## src/rtl/uart_pkg.sv

```systemverilog
// Shared UART definitions used by both the receiver and transmitter FSMs.
package uart_pkg;

  typedef enum logic [2:0] {
    IDLE   = 3'd0,
    START  = 3'd1,
    DATA   = 3'd2,
    PARITY = 3'd3,
    STOP   = 3'd4,
    BREAK  = 3'd5
  } uart_state_t;

  localparam int DIV_DEFAULT = 234;
  localparam int CNT_W       = 16;

endpackage

```

## src/rtl/uart_rx_sync.sv

```systemverilog
// Two-flop synchroniser for asynchronous RX-side inputs; flops reset to 1 (line idle).
module uart_rx_sync #(
  parameter int WIDTH = 1
) (
  input  logic             clk,
  input  logic             rst_n,
  input  logic [WIDTH-1:0] d,
  output logic [WIDTH-1:0] q
);

  for (genvar gi = 0; gi < WIDTH; gi++) begin : g_bit
    logic meta_reg;
    logic sync_reg;

    always_ff @(posedge clk or negedge rst_n) begin
      if (!rst_n) begin
        meta_reg <= 1'b1;
        sync_reg <= 1'b1;
      end else begin
        meta_reg <= d[gi];
        sync_reg <= meta_reg;
      end
    end

    assign q[gi] = sync_reg;
  end

endmodule

```

## src/rtl/uart_rx_fsm.sv

```systemverilog
// UART receiver FSM: 8N1 by default, 8E1 when UART_RX_PARITY_EN is defined.
// Counters and state are kept as named internal signals for logic-analyser probing.
module uart_rx_fsm
  import uart_pkg::*;
#(
  parameter int DIV  = DIV_DEFAULT,
  parameter int HALF = DIV / 2
) (
  input  logic       clk,
  input  logic       rst_n,
  input  logic       rx,
  output logic [7:0] rx_data,
  output logic       rx_valid,
  output logic       frame_err,
  output logic       parity_err,
  output logic       busy
);

  localparam logic [CNT_W-1:0] DIV_M1  = CNT_W'(DIV - 1);
  localparam logic [CNT_W-1:0] HALF_M1 = CNT_W'(HALF - 1);

  logic              rx_s;
  uart_state_t       estado, siguiente_estado;
  logic [CNT_W-1:0]  conta_rx, conta_rx_next;
  logic [3:0]        conta_8, conta_8_next;
  logic [7:0]        shift_reg, shift_next;
  logic [7:0]        rx_data_reg, rx_data_next;
  logic              rx_valid_reg, rx_valid_next;
  logic              frame_err_reg, frame_err_next;
`ifdef UART_RX_PARITY_EN
  logic              parity_err_reg, parity_err_next;
  logic              parity_bad_reg, parity_bad_next;
`endif

  uart_rx_sync #(.WIDTH(1)) u_sync (
    .clk   (clk),
    .rst_n (rst_n),
    .d     (rx),
    .q     (rx_s)
  );

  always_ff @(posedge clk or negedge rst_n) begin
    if (!rst_n) begin
      estado         <= IDLE;
      conta_rx       <= '0;
      conta_8        <= '0;
      shift_reg      <= '0;
      rx_data_reg    <= '0;
      rx_valid_reg   <= 1'b0;
      frame_err_reg  <= 1'b0;
`ifdef UART_RX_PARITY_EN
      parity_err_reg <= 1'b0;
      parity_bad_reg <= 1'b0;
`endif
    end else begin
      estado         <= siguiente_estado;
      conta_rx       <= conta_rx_next;
      conta_8        <= conta_8_next;
      shift_reg      <= shift_next;
      rx_data_reg    <= rx_data_next;
      rx_valid_reg   <= rx_valid_next;
      frame_err_reg  <= frame_err_next;
`ifdef UART_RX_PARITY_EN
      parity_err_reg <= parity_err_next;
      parity_bad_reg <= parity_bad_next;
`endif
    end
  end

  always_comb begin
    siguiente_estado = estado;
    conta_rx_next    = (conta_rx == DIV_M1) ? '0 : conta_rx + 1'b1;
    conta_8_next     = conta_8;
    shift_next       = shift_reg;
    rx_data_next     = rx_data_reg;
    rx_valid_next    = 1'b0;
    frame_err_next   = 1'b0;
`ifdef UART_RX_PARITY_EN
    parity_err_next  = 1'b0;
    parity_bad_next  = parity_bad_reg;
`endif

    case (estado)
      IDLE: begin
        conta_rx_next = '0;
        conta_8_next  = '0;
`ifdef UART_RX_PARITY_EN
        parity_bad_next = 1'b0;
`endif
        if (!rx_s) siguiente_estado = START;
      end

      START: begin
        // Mid-bit re-check rejects glitches shorter than half a bit.
        if (conta_rx == HALF_M1) siguiente_estado = rx_s ? IDLE : DATA;
      end

      DATA: begin
        if (conta_rx == DIV_M1) begin
          shift_next   = {rx_s, shift_reg[7:1]};
          conta_8_next = conta_8 + 4'd1;
          if (conta_8 == 4'd7) begin
`ifdef UART_RX_PARITY_EN
            siguiente_estado = PARITY;
`else
            siguiente_estado = STOP;
`endif
          end
        end
      end

`ifdef UART_RX_PARITY_EN
      PARITY: begin
        if (conta_rx == DIV_M1) begin
          parity_bad_next  = rx_s ^ (^shift_reg);
          siguiente_estado = STOP;
        end
      end
`endif

      STOP: begin
        if (conta_rx == DIV_M1) begin
          if (rx_s) begin
            siguiente_estado = IDLE;
`ifdef UART_RX_PARITY_EN
            if (parity_bad_reg) begin
              parity_err_next = 1'b1;
            end else begin
              rx_data_next  = shift_reg;
              rx_valid_next = 1'b1;
            end
`else
            rx_data_next  = shift_reg;
            rx_valid_next = 1'b1;
`endif
          end else begin
            frame_err_next   = 1'b1;
            siguiente_estado = BREAK;
          end
        end
      end

      BREAK: begin
        // Held-low line must return high before a new start bit is accepted.
        conta_rx_next = '0;
        if (rx_s) siguiente_estado = IDLE;
      end

      default: siguiente_estado = IDLE;
    endcase

    if (siguiente_estado != estado) conta_rx_next = '0;
  end

  assign rx_data   = rx_data_reg;
  assign rx_valid  = rx_valid_reg;
  assign frame_err = frame_err_reg;
  assign busy      = (estado != IDLE);
`ifdef UART_RX_PARITY_EN
  assign parity_err = parity_err_reg;
`else
  assign parity_err = 1'b0;
`endif

endmodule

```

## config.mk

```make
export PLATFORM = sky130hd
export DESIGN_NAME = uart_rx_fsm
export DESIGN_NICKNAME = d
export VERILOG_FILES = /design/src/rtl/uart_pkg.sv /design/src/rtl/uart_rx_sync.sv /design/src/rtl/uart_rx_fsm.sv
export SDC_FILE = /design/constraint.sdc
export NUM_CORES = 1
export LEC_CHECK = 0
export BUFFER_PORTS_ARGS = -buffer_cell sky130_fd_sc_hd__buf_4
export CORE_AREA = 2 2 66 68
export CTS_CLUSTER_DIAMETER = 120
export DETAILED_ROUTE_END_ITERATION = 8
export DIE_AREA = 0 0 68 70
export GPL_ROUTABILITY_DRIVEN = 0
export PLACE_DENSITY = 0.72
export SYNTH_ARGS = -nofsm -noshare
export SYNTH_HDL_FRONTEND = slang
export SYNTH_SLANG_ARGS = --single-unit
```

## constraint.sdc

```tcl
create_clock -name clk -period 2.3 [get_ports clk]
set_input_delay 0.69 -clock clk [delete_from_list [all_inputs] [get_ports clk]]
set_output_delay 0.69 -clock clk [all_outputs]
set_load 0.1 [all_outputs]
```

==> run_results.csv <==
group,metric,value,unit
sta,timing.hold.ws,0.360,ns
critical_path,critPathArrivalTime,2.59,ns
clocking,cts_tree,"yes",
min_path,min_path_type,"flop to flop",
critical_path,worstPathRequired,2.48,ns
synth,synthAdderAreaFrac,2.44,%
synth,synth_area,2050,sq um
critical_path,cpPeakStageDelay,0.55,ns
route,drt_iter0_drc,104,
route,first_pass_iters,7,
critical_path,r2r-end,"rx_data[3]",
floorplanning,floorplan.initialDensity,49.5,%
sta,worst_slack,-0.105,ns
synth,synth_top_area_share,50.0,%
synth,synth_area_leaders,"dfrtp_1, mux2_4, xor2_1",
critical_path,r2r_setup_slack,-0.11,ns
floorplanning,fp.dieH,70,microns
placed_design,portBuffers,13,
clocking,clockBufferDepth,2,
sta,fin_skew,0.0124,ns
placed_design,dp_hpwl,2760,microns
synth,synth_cells,181,
finish,final-seq-area,1080,sq um
power,power_density,583,nW/um^2
synth,synth_most_common_cell,"dfrtp_1",
sta,hold_violations,0,
global_routing,grt_usage,18.1,%
clocking,htree_levels,2,
sta,relSlewSlack,64.9,%
global_routing,grt_pass1_wl,6580,microns
clocking,postCtsHoldBufs,0,
synth,synth_compound_area_share,4.39,%
floorplanning,io_pins,15,
synth,synthTopCellsByCount,"dfrtp_1, nor2_1, nand3_1",
sta,fin_setup_tns,-1.05,ns
critical_path,end_kind,"flop",
synth,synthesis.nets,188,
route,wl_per_cell,14.4,microns
min_path,hold_depth,0,
job,drv_cap,0,
synth,yosysTopAreaCell,"dfrtp_1",
critical_path,cp-start-kind,"flop",
finish,drive_gt1_share,33.3,%
sta,post-route-min-period,2.41,ns
synth,synth_xor_area_share,7.26,%
route,vias,1451,
floorplanning,dieArea,4760,sq um
clocking,root_buffer,"clkbuf_8",
critical_path,cp_top_family,"simple AND/OR/NAND/NOR gates",
synth,avgSynthCellArea,11.3,sq um
critical_path,cp_common_cell,"or4_4",
power,leakage,0.00126,uW
clocking,clock-sinks,43,
finish,largest_reg_flops,16,
critical_path,cp_max_fo,9,
finish,final_cells,268,
critical_path,r2r_cells,5,
finish,fillers,339,
synth,muxShareOfSynthArea,10.2,%
clocking,cts_buffers,5,
power,ir_worst_vdd,374,uV
route,routed_wl,3850,microns
sta,worst_pin_slew,0.514,ns
finish,layout.nets,222,
power,totalPowerFinal,1470,uW
synth,synth_edf_count,0,
global_routing,grt-ovfl-total,0,
sta,final-setup-viol-count,15,
min_path,min_from,"u_sync.g_bit[0].meta_reg",
min_path,hold_end,"u_sync.q",
route,drtAntennaViolNets,0,
synth,synth_top_family_by_area,"simple AND/OR/NAND/NOR gates",
route,drc,0,
critical_path,critPathSlowestCell,"or4_4",
placed_design,placed_area,2350,sq um
global_routing,grt_max_degree,44,
route,drt-vias-per-instance,5.41,
global_routing,antenna_found_initial,0,
critical_path,path_buf_inv,1,
status,status,"finished, violations left",
critical_path,path_cells,"or4_4 -> or4_4 -> or3_4 -> buf_8 -> mux2_4",
critical_path,worst-setup-path-type,"flop to flop",
synth,synth_seq_area_share,52.6,%
finish,fin_area,2530,sq um
clocking,clk_latency,0.30,ns
status,failed_checks,"negative setup slack",
sta,fmax,0.416,GHz
global_routing,grt_pass1_vias,1457,
sta,drv_slew,0,
floorplanning,row_count,24,
floorplanning,die_x,68,microns
synth,synth_seq_cells,43,
synth,yosysUniqueCellTypes,42,
sta,rsz0062_at_grt,"yes",
synth,ys.flop_type,"dfrtp_1",
synth,async_reset_ff_share,100,%
synth,yosys_warnings,0,
synth,synth-simple-area-share,19.6,%
floorplanning,core,4140,sq um
finish,area_growth,23.4,%
finish,multi_input_area,938,sq um
critical_path,r2r-start,"conta_rx[11]",
sta,finalCritPeriodShare,105,%
clocking,clkSlewWorstSetupHoldPaths,0.09,ns
placed_design,dp.cells,259,
finish,antenna_cells,0,
stage by stage:
stage | utilization, % | setup slack, ns
final | 61.1 | -0.105
after global routing | 61.1 | -0.137
after CTS | 60.2 | -0.102
after detailed placement | 56.6 | -0.114
after global placement | 56.6 | -0.0820
after floorplan | - | -0.0657
logic make-up (layout without fill, tap and decap cells):
| family | Yosys count | after routing |
|---|---|---|
| multiplexers | 16 | 16 |
| AO/OA/AOI/OAI | 11 | 11 |
| buffers and inverters | 15 | 50 |
| AND/OR/NAND/NOR | 74 | 74 |
| flip-flops | 43 | 43 |
| other | 1 | 1 |
| XOR/XNOR | 17 | 17 |
| adder cells (fa/ha/maj) | 4 | 4 |
layout by cell type, fill, tap and decap left out, drive strengths merged, types with 4 or more instances in the layout:
cell type,instances
and3,4
nand2,11
nor2,20
xor2,11
buf,36
mux2,15
nand3,13
dfrtp,41
ha,4
xnor2,6
inv,6
nor4,7
nor3,4
clkbuf,5
how the worst max path moves through the flow:
| stage | from | cells past startpoint | slack [ns] | end |
|---|---|---|---|---|
| 3_5_place_dp | conta_rx[11] | 5 | -0.11 | rx_data[3] |
| 5_1_grt | conta_rx[11] | 5 | -0.14 | rx_data[3] |
| 4_1_cts | conta_rx[15] | 5 | -0.10 | conta_rx[2] |
| 6_report | conta_rx[11] | 5 | -0.11 | rx_data[3] |
| 3_3_place_gp | conta_rx[15] | 5 | -0.08 | rx_data[6] |
| 2_1_floorplan | conta_rx[13] | 5 | -0.07 | rx_data[0] |
repair_timing:
action | in CTS | in global routing
endpoints found under the setup margin | 26 | 26
gates resized for setup | 2 | 8
setup buffers | 1 | 0
pin swaps | 1 | 2
worst register-to-register path, cell delays in order (launching register included):
cell and delay (ns):
dfrtp_1 0.39, or4_4 0.55, or4_4 0.55, or3_4 0.35
buf_8 0.16, mux2_4 0.30
routing by layer:
| layer | share of wire, % | routed length, microns | track usage (%) | up-vias |
|---|---|---|---|---|
| met5 | 0 | 0 | 0 | - |
| met4 | 1.4 | 54 | 5.78 | 0 |
| met3 | 4.0 | 153 | 5.48 | 7 |
| met2 | 51 | 1980 | 30.3 | 33 |
| met1 | 43 | 1670 | 22.0 | 712 |
| li1 | - | - | - | 699 |
area by class of cell:
cell class	instances	share of cell area [%]
Sequential cell	43	42.6
Multi-Input combinational cell	123	37.1
Timing Repair Buffer	36	11.5
Clock buffer	5	2.72
Clock inverter	3	2.67
Tap cell	52	2.57
Inverter	6	0.890
power by group:
part           total (uW)  leakage, uW  internal, uW  switching, uW
logic                25.5     0.000617          2.76           22.7
clock network         689    0.0000644           433            256
registers             760     0.000579           759           1.88
total                1470      0.00126          1190            280
(Power assumes the default switching activity.)
